===== config.mk =====
export PLATFORM = sky130hd
export DESIGN_NAME = sw_pio_irq
export DESIGN_NICKNAME = d
export VERILOG_FILES = /design/src/rtl/sw_pio_pkg.sv /design/src/rtl/sw_debounce_bit.sv /design/src/rtl/sw_pio_irq.sv
export SDC_FILE = /design/constraint.sdc
export NUM_CORES = 1
export LEC_CHECK = 0
export CAP_MARGIN = 5
export CORE_ASPECT_RATIO = 0.9
export CORE_MARGIN = 2
export CORE_UTILIZATION = 48
export DETAILED_ROUTE_END_ITERATION = 6
export HOLD_SLACK_MARGIN = 0.15
export PLACE_DENSITY = 0.82
export SLEW_MARGIN = 20
export SYNTH_ARGS = -nofsm -noshare
export SYNTH_HDL_FRONTEND = slang
export SYNTH_SLANG_ARGS = --single-unit

===== constraint.sdc =====
create_clock -name clk -period 1.59 [get_ports clk]
set_input_delay 0.318 -clock clk [delete_from_list [all_inputs] [get_ports clk]]
set_output_delay 0.318 -clock clk [all_outputs]
set_load 0.05 [all_outputs]

===== src/rtl/sw_pio_pkg.sv =====
// Shared register map and control-bit layout for the switch PIO with interrupt.
package sw_pio_pkg;

    localparam logic [1:0] ADDR_DATA = 2'd0;
    localparam logic [1:0] ADDR_MASK = 2'd1;
    localparam logic [1:0] ADDR_EDGE = 2'd2;
    localparam logic [1:0] ADDR_CTRL = 2'd3;

    localparam int CTRL_RISE_EN = 0;
    localparam int CTRL_FALL_EN = 1;
    localparam int CTRL_DB_EN   = 2;
    localparam int CTRL_W       = 3;

    // Rising-edge capture with debounce enabled out of reset.
    localparam logic [CTRL_W-1:0] CTRL_RESET = 3'b101;

    // Edges enabled by the capture controls for one cycle of stable/prev.
    function automatic logic edge_set(input logic cur, input logic prev,
                                      input logic rise_en, input logic fall_en);
        return (cur & ~prev & rise_en) | (~cur & prev & fall_en);
    endfunction

endpackage


===== src/rtl/sw_debounce_bit.sv =====
// One switch input: multi-flop synchroniser followed by a stability counter that
// accepts a new level only after it has persisted for DEBOUNCE_CYCLES clocks.
module sw_debounce_bit #(
    parameter int SYNC_STAGES     = 2,
    parameter int DEBOUNCE_CYCLES = 50000
) (
    input  logic clk,
    input  logic reset_n,
    input  logic raw,
    input  logic db_en,
    output logic stable
);

    localparam int CNT_W = ($clog2(DEBOUNCE_CYCLES) < 1) ? 1 : $clog2(DEBOUNCE_CYCLES);
    localparam logic [CNT_W-1:0] CNT_LAST = CNT_W'(DEBOUNCE_CYCLES - 1);

    logic [SYNC_STAGES-1:0] sync;
    logic                   s;
    logic [CNT_W-1:0]       cnt;

    always_ff @(posedge clk or negedge reset_n) begin
        if (!reset_n) begin
            sync <= '0;
        end else begin
            sync <= {sync[SYNC_STAGES-2:0], raw};
        end
    end

    assign s = sync[SYNC_STAGES-1];

    // A level that falls back to the accepted state restarts the count from zero.
    always_ff @(posedge clk or negedge reset_n) begin
        if (!reset_n) begin
            cnt    <= '0;
            stable <= 1'b0;
        end else if (!db_en) begin
            cnt    <= '0;
            stable <= s;
        end else if (s == stable) begin
            cnt <= '0;
        end else if (cnt == CNT_LAST) begin
            cnt    <= '0;
            stable <= s;
        end else begin
            cnt <= cnt + CNT_W'(1);
        end
    end

endmodule


===== src/rtl/sw_pio_irq.sv =====
// Avalon-MM switch port: per-bit debounce, configurable edge capture with
// write-1-to-clear, and a registered level interrupt gated by a mask.
module sw_pio_irq
    import sw_pio_pkg::*;
#(
    parameter int WIDTH           = 4,
    parameter int SYNC_STAGES     = 2,
    parameter int DEBOUNCE_CYCLES = 50000
) (
    input  logic             clk,
    input  logic             reset_n,
    input  logic [1:0]       address,
    input  logic             chipselect,
    input  logic             read,
    input  logic             write,
    input  logic [31:0]      writedata,
    output logic [31:0]      readdata,
    input  logic [WIDTH-1:0] sw_in,
    output logic             irq
);

    logic [WIDTH-1:0]  stable;
    logic [WIDTH-1:0]  prev;
    logic [WIDTH-1:0]  mask;
    logic [WIDTH-1:0]  cap;
    logic [WIDTH-1:0]  set;
    logic [WIDTH-1:0]  clr;
    logic [CTRL_W-1:0] ctrl;
    logic [31:0]       rdata_next;
    logic              wr_en;
    logic              rd_en;
    logic              unused_wdata;

    assign wr_en        = chipselect & write;
    assign rd_en        = chipselect & read;
    assign unused_wdata = ^writedata;

    for (genvar i = 0; i < WIDTH; i++) begin : g_bit
        sw_debounce_bit #(
            .SYNC_STAGES     (SYNC_STAGES),
            .DEBOUNCE_CYCLES (DEBOUNCE_CYCLES)
        ) u_db (
            .clk     (clk),
            .reset_n (reset_n),
            .raw     (sw_in[i]),
            .db_en   (ctrl[CTRL_DB_EN]),
            .stable  (stable[i])
        );
    end

    always_comb begin
        set = '0;
        clr = '0;
        for (int i = 0; i < WIDTH; i++) begin
            set[i] = edge_set(stable[i], prev[i], ctrl[CTRL_RISE_EN], ctrl[CTRL_FALL_EN]);
        end
        if (wr_en && address == ADDR_EDGE) begin
            clr = writedata[WIDTH-1:0];
        end
    end

    always_comb begin
        rdata_next = '0;
        case (address)
            ADDR_DATA: rdata_next[WIDTH-1:0]  = stable;
            ADDR_MASK: rdata_next[WIDTH-1:0]  = mask;
            ADDR_EDGE: rdata_next[WIDTH-1:0]  = cap;
            ADDR_CTRL: rdata_next[CTRL_W-1:0] = ctrl;
            default:   rdata_next = '0;
        endcase
    end

    always_ff @(posedge clk or negedge reset_n) begin
        if (!reset_n) begin
            prev <= '0;
            cap  <= '0;
            irq  <= 1'b0;
        end else begin
            prev <= stable;
            // A new edge in the same cycle as a clear of that bit stays captured.
            cap  <= (cap & ~clr) | set;
            irq  <= |(cap & mask);
        end
    end

    always_ff @(posedge clk or negedge reset_n) begin
        if (!reset_n) begin
            mask <= '0;
            ctrl <= CTRL_RESET;
        end else if (wr_en) begin
            if (address == ADDR_MASK) mask <= writedata[WIDTH-1:0];
            if (address == ADDR_CTRL) ctrl <= writedata[CTRL_W-1:0];
        end
    end

    // Register sampled before any same-cycle write lands, so reads see the old value.
    always_ff @(posedge clk or negedge reset_n) begin
        if (!reset_n) begin
            readdata <= '0;
        end else if (rd_en) begin
            readdata <= rdata_next;
        end
    end

endmodule


==> results.sh <==
export IMPL_status="finished, violations left"
export IMPL_violations="setup timing"
export IMPL_chipWidth_um=108
export IMPL_critPathTopFamily="simple AND/OR/NAND/NOR gates"
export IMPL_worstSetupStartpointType="flop"
export IMPL_startpoint="g_bit[0].u_db.cnt[13]$_DFF_PN0_"
export IMPL_cts_buffers=9
export IMPL_slowest_delay_ns=0.40
export IMPL_post_drt_wl_per_cell_um=15.3
export IMPL_grt_pass1_vias=3181
export IMPL_p_int_mw=4.16
export IMPL_worst_setup_path_end_kind="flop"
export IMPL_viasPerCell=5.44
export IMPL_place_gp_congestion=0.913
export IMPL_start_util_pct=50.1
export IMPL_nets=558
export IMPL_antennaDiodeCount=0
export IMPL_synth_warnings=0
export IMPL_drc=0
export IMPL_finalSetupViolCount=16
export IMPL_p_sw_mw=1.77
export IMPL_switching_share_pct=29.9
export IMPL_rrSetupSlack_ns=-0.15
export IMPL_port_buffers=19
export IMPL_ir_drop_mv=0.634
export IMPL_cp_arrival_ns=1.99
export IMPL_grt_pass1_wl_mm=14.7
export IMPL_finClkSkew_ns=0.0149
export IMPL_cp_num_cells=5
export IMPL_ys_seq_area_share_pct=51.9
export IMPL_crit_path_max_fanout=7
export IMPL_ys_ff_latch=96
export IMPL_overflow=0
export IMPL_rsz0062_at_grt="yes"
export IMPL_drt_total_wl_mm=9.75
export IMPL_grt_use_total_pct=17.6
export IMPL_max_freq_mhz=575
export IMPL_finalMaxSlewViolations=0
export IMPL_place_ws_ns=-0.224
export IMPL_power_density_nw_per_um2=1030
export IMPL_cp_required_ns=1.84
export IMPL_clockRootBuffer="clkbuf_8"
export IMPL_layout_setup_ws_ns=-0.149
export IMPL_cts_buffer_depth=2
export IMPL_rr_worst_depth=5
export IMPL_p_clk_share_pct=32.0
export IMPL_clock_latency_ns=0.36
export IMPL_crit_end="g_bit[0].u_db.cnt[6]$_DFF_PN0_"
export IMPL_area_delta_synth_final_pct=24.2
export IMPL_clock_sinks=96
export IMPL_crit_type="reg2reg"
export IMPL_clkSlewWorstSetupHoldPaths_ns=0.10
export IMPL_core_area_um2=9250
export IMPL_syn_area_um2=4630
export IMPL_first_pass_iters=5
export IMPL_vias=3473
export IMPL_num_rows=33
export IMPL_drive_above_1_share_pct=27.1
export IMPL_power_frac_seq_pct=48.3
export IMPL_pwr_share_comb_pct=19.7
export IMPL_critPathBufInv=1
export IMPL_first_iter_violations=267
export IMPL_drv_cap=0
export IMPL_die_area_um2=10400
export IMPL_yosysUniqueCellTypes=39
export IMPL_num_io_pins=76
export IMPL_dp_hpwl_mm=5.90
export IMPL_leakagePower_nw=2.28
export IMPL_final_period_minus_worst_setup_slack_ns=1.74
export IMPL_syn_area_per_cell_um2=10.5
export IMPL_htreeDepth=3
export IMPL_period_share_pct=109
export IMPL_die_h_um=97.2
export IMPL_grt_max_degree=34
export IMPL_hold_class="reg2reg"
export IMPL_cpMaxStageDelayCell="dfrtp_1"
export IMPL_min_path_cells=0
export IMPL_syn_inst=442
export IMPL_cts_tree="built"
export IMPL_antenna_found_initial=0
export IMPL_holdWs_ns=0.360
export IMPL_postLayoutCoreUtil_pct=62.1
export IMPL_r2r_end="g_bit[0].u_db.cnt[6]$_DFF_PN0_"
export IMPL_drt_antenna_violating_nets=0
export IMPL_hold_viol_final=0
export IMPL_r2r_start="g_bit[0].u_db.cnt[13]$_DFF_PN0_"
export IMPL_cp_cell_sequence="nor4_2 > nand3b_1 > o311ai_4 > buf_6 > nor2_2"
export IMPL_num_fill_cells=655
## layout make-up
class | count | area [um2] | share of cell area (%)
Multi-Input combinational cell | 320 | 2280 | 39.6
Inverter | 16 | 60.1 | 1.04
Clock inverter | 7 | 119 | 2.07
Tap cell | 122 | 153 | 2.66
Timing Repair Buffer | 68 | 603 | 10.5
Sequential cell | 96 | 2410 | 42.0
Clock buffer | 9 | 124 | 2.15
## metrics by stage
step	cell area, um2	cells	setup TNS [ns]	total power [mW]
after global placement	5090	604	-1.81	3.89
after global routing	5750	638	-2.84	6.17
after CTS	5450	623	-1.66	5.85
after floorplan	4740	469	-0.863	3.59
final	5750	638	-1.92	5.93
after detailed placement	5090	604	-2.56	3.92
## cell families (layout without fill, tap and decap cells)
family                     Yosys count  after routing  share of synthesized area [%]
AOI/OAI and AO/OA                   14             14                           2.49
adders and majority gates            4              4                           1.08
and+or+nand+nor                    197            197                           21.4
xor gates and xnor gates            59             59                           11.2
buffers and inverters               53            100                           6.73
muxes                               18             18                           5.08
other                                1             28                         0.0810
DFF                                 96             96                           51.9
## registers in the layout (all words and copies together) (netlist names)
signal,cells
ctrl,3
readdata,4
g_bit.u_db.stable,4
g_bit.u_db.cnt,64
cap,4
irq,1
prev,4
g_bit.u_db.sync,8
mask,4
## synth_stat cells, drive strengths merged
master | instances | area [um2]
a21o | 2 | 15.0
a21oi | 1 | 5.00
a22oi | 2 | 15.0
a31oi | 1 | 6.26
and2 | 1 | 6.26
and3 | 6 | 37.5
and4b | 1 | 10.0
buf | 29 | 221
clkbuf | 8 | 30.0
conb | 1 | 3.75
dfrtp | 94 | 2350
dfstp | 2 | 52.6
ha | 4 | 50.1
inv | 16 | 60.1
mux2 | 14 | 158
mux2i | 1 | 10.0
mux4 | 3 | 67.6
nand2 | 27 | 101
nand3 | 25 | 130
nand3b | 3 | 22.5
nand4 | 20 | 125
nand4b | 1 | 8.76
nor2 | 70 | 263
nor3 | 16 | 80.1
nor4 | 15 | 93.8
nor4b | 3 | 26.3
nor4bb | 6 | 60.1
o211ai | 2 | 15.0
o21ai | 1 | 5.00
o22ai | 2 | 12.5
o311ai | 1 | 26.3
o31ai | 2 | 15.0
or3 | 1 | 6.26
or4 | 1 | 7.51
or4b | 1 | 13.8
xnor2 | 44 | 385
xor2 | 15 | 131
## power by group through the flow
stage	clock network (mW)	logic [mW]	registers, mW
floorplan	0	0.618	2.97
global placement	0	1.01	2.88
detailed placement	0	1.03	2.89
CTS	1.92	1.07	2.85
global route	2.03	1.25	2.89
finish	1.90	1.17	2.87
## cells in the final DEF (no fill, tap or decap), types with 3 or more instances in the layout
cell type / instances
nor4_2: 8
xor2_1: 15
nor4_1: 6
clkdlybuf4s50_1: 13
mux2_2: 12
buf_12: 4
buf_4: 48
nand4_1: 20
dfrtp_1: 87
inv_1: 16
nor2_1: 57
nand3_1: 20
nor2_4: 4
bufinv_16: 3
nor4bb_4: 3
nand3_2: 5
and3_1: 3
clkbuf_8: 9
mux4_2: 3
nand2_1: 27
nor2_2: 9
nand3b_1: 3
nor3_1: 16
conb_1: 28
xnor2_1: 44
dfrtp_2: 7
## metal layers
| metal | wire length, um | global-route usage [%] |
|---|---|---|
| met5 | 0 | 0 |
| met1 | 4190 | 23.7 |
| met2 | 4840 | 28.0 |
| met3 | 472 | 2.88 |
| met4 | 244 | 7.59 |
## how the worst min path moves through the flow
| stage | start | slack [ns] | to |
|---|---|---|---|
| after global placement | reset_n | 0.29 | g_bit[3].u_db.cnt[13]$_DFF_PN0_ |
| after detailed placement | reset_n | 0.30 | g_bit[3].u_db.cnt[13]$_DFF_PN0_ |
| after CTS | g_bit[1].u_db.sync[0]$_DFF_PN0_ | 0.36 | g_bit[1].u_db.sync[1]$_DFF_PN0_ |
| after floorplan | reset_n | 0.02 | cap[0]$_DFF_PN0_ |
| after global routing | sw_in[3] | 0.37 | g_bit[3].u_db.sync[0]$_DFF_PN0_ |
| final | g_bit[1].u_db.sync[0]$_DFF_PN0_ | 0.36 | g_bit[1].u_db.sync[1]$_DFF_PN0_ |
## repair_timing
item | 4_1_cts | 5_1_grt
setup buffers | 2 | 15
hold buffers | 1 | 0
hold endpoints to repair | 29 | 0
pin swaps | 9 | 18
gates resized for setup | 19 | 43
setup endpoints to repair | 26 | 57
Power figures use the tool's default switching activity.
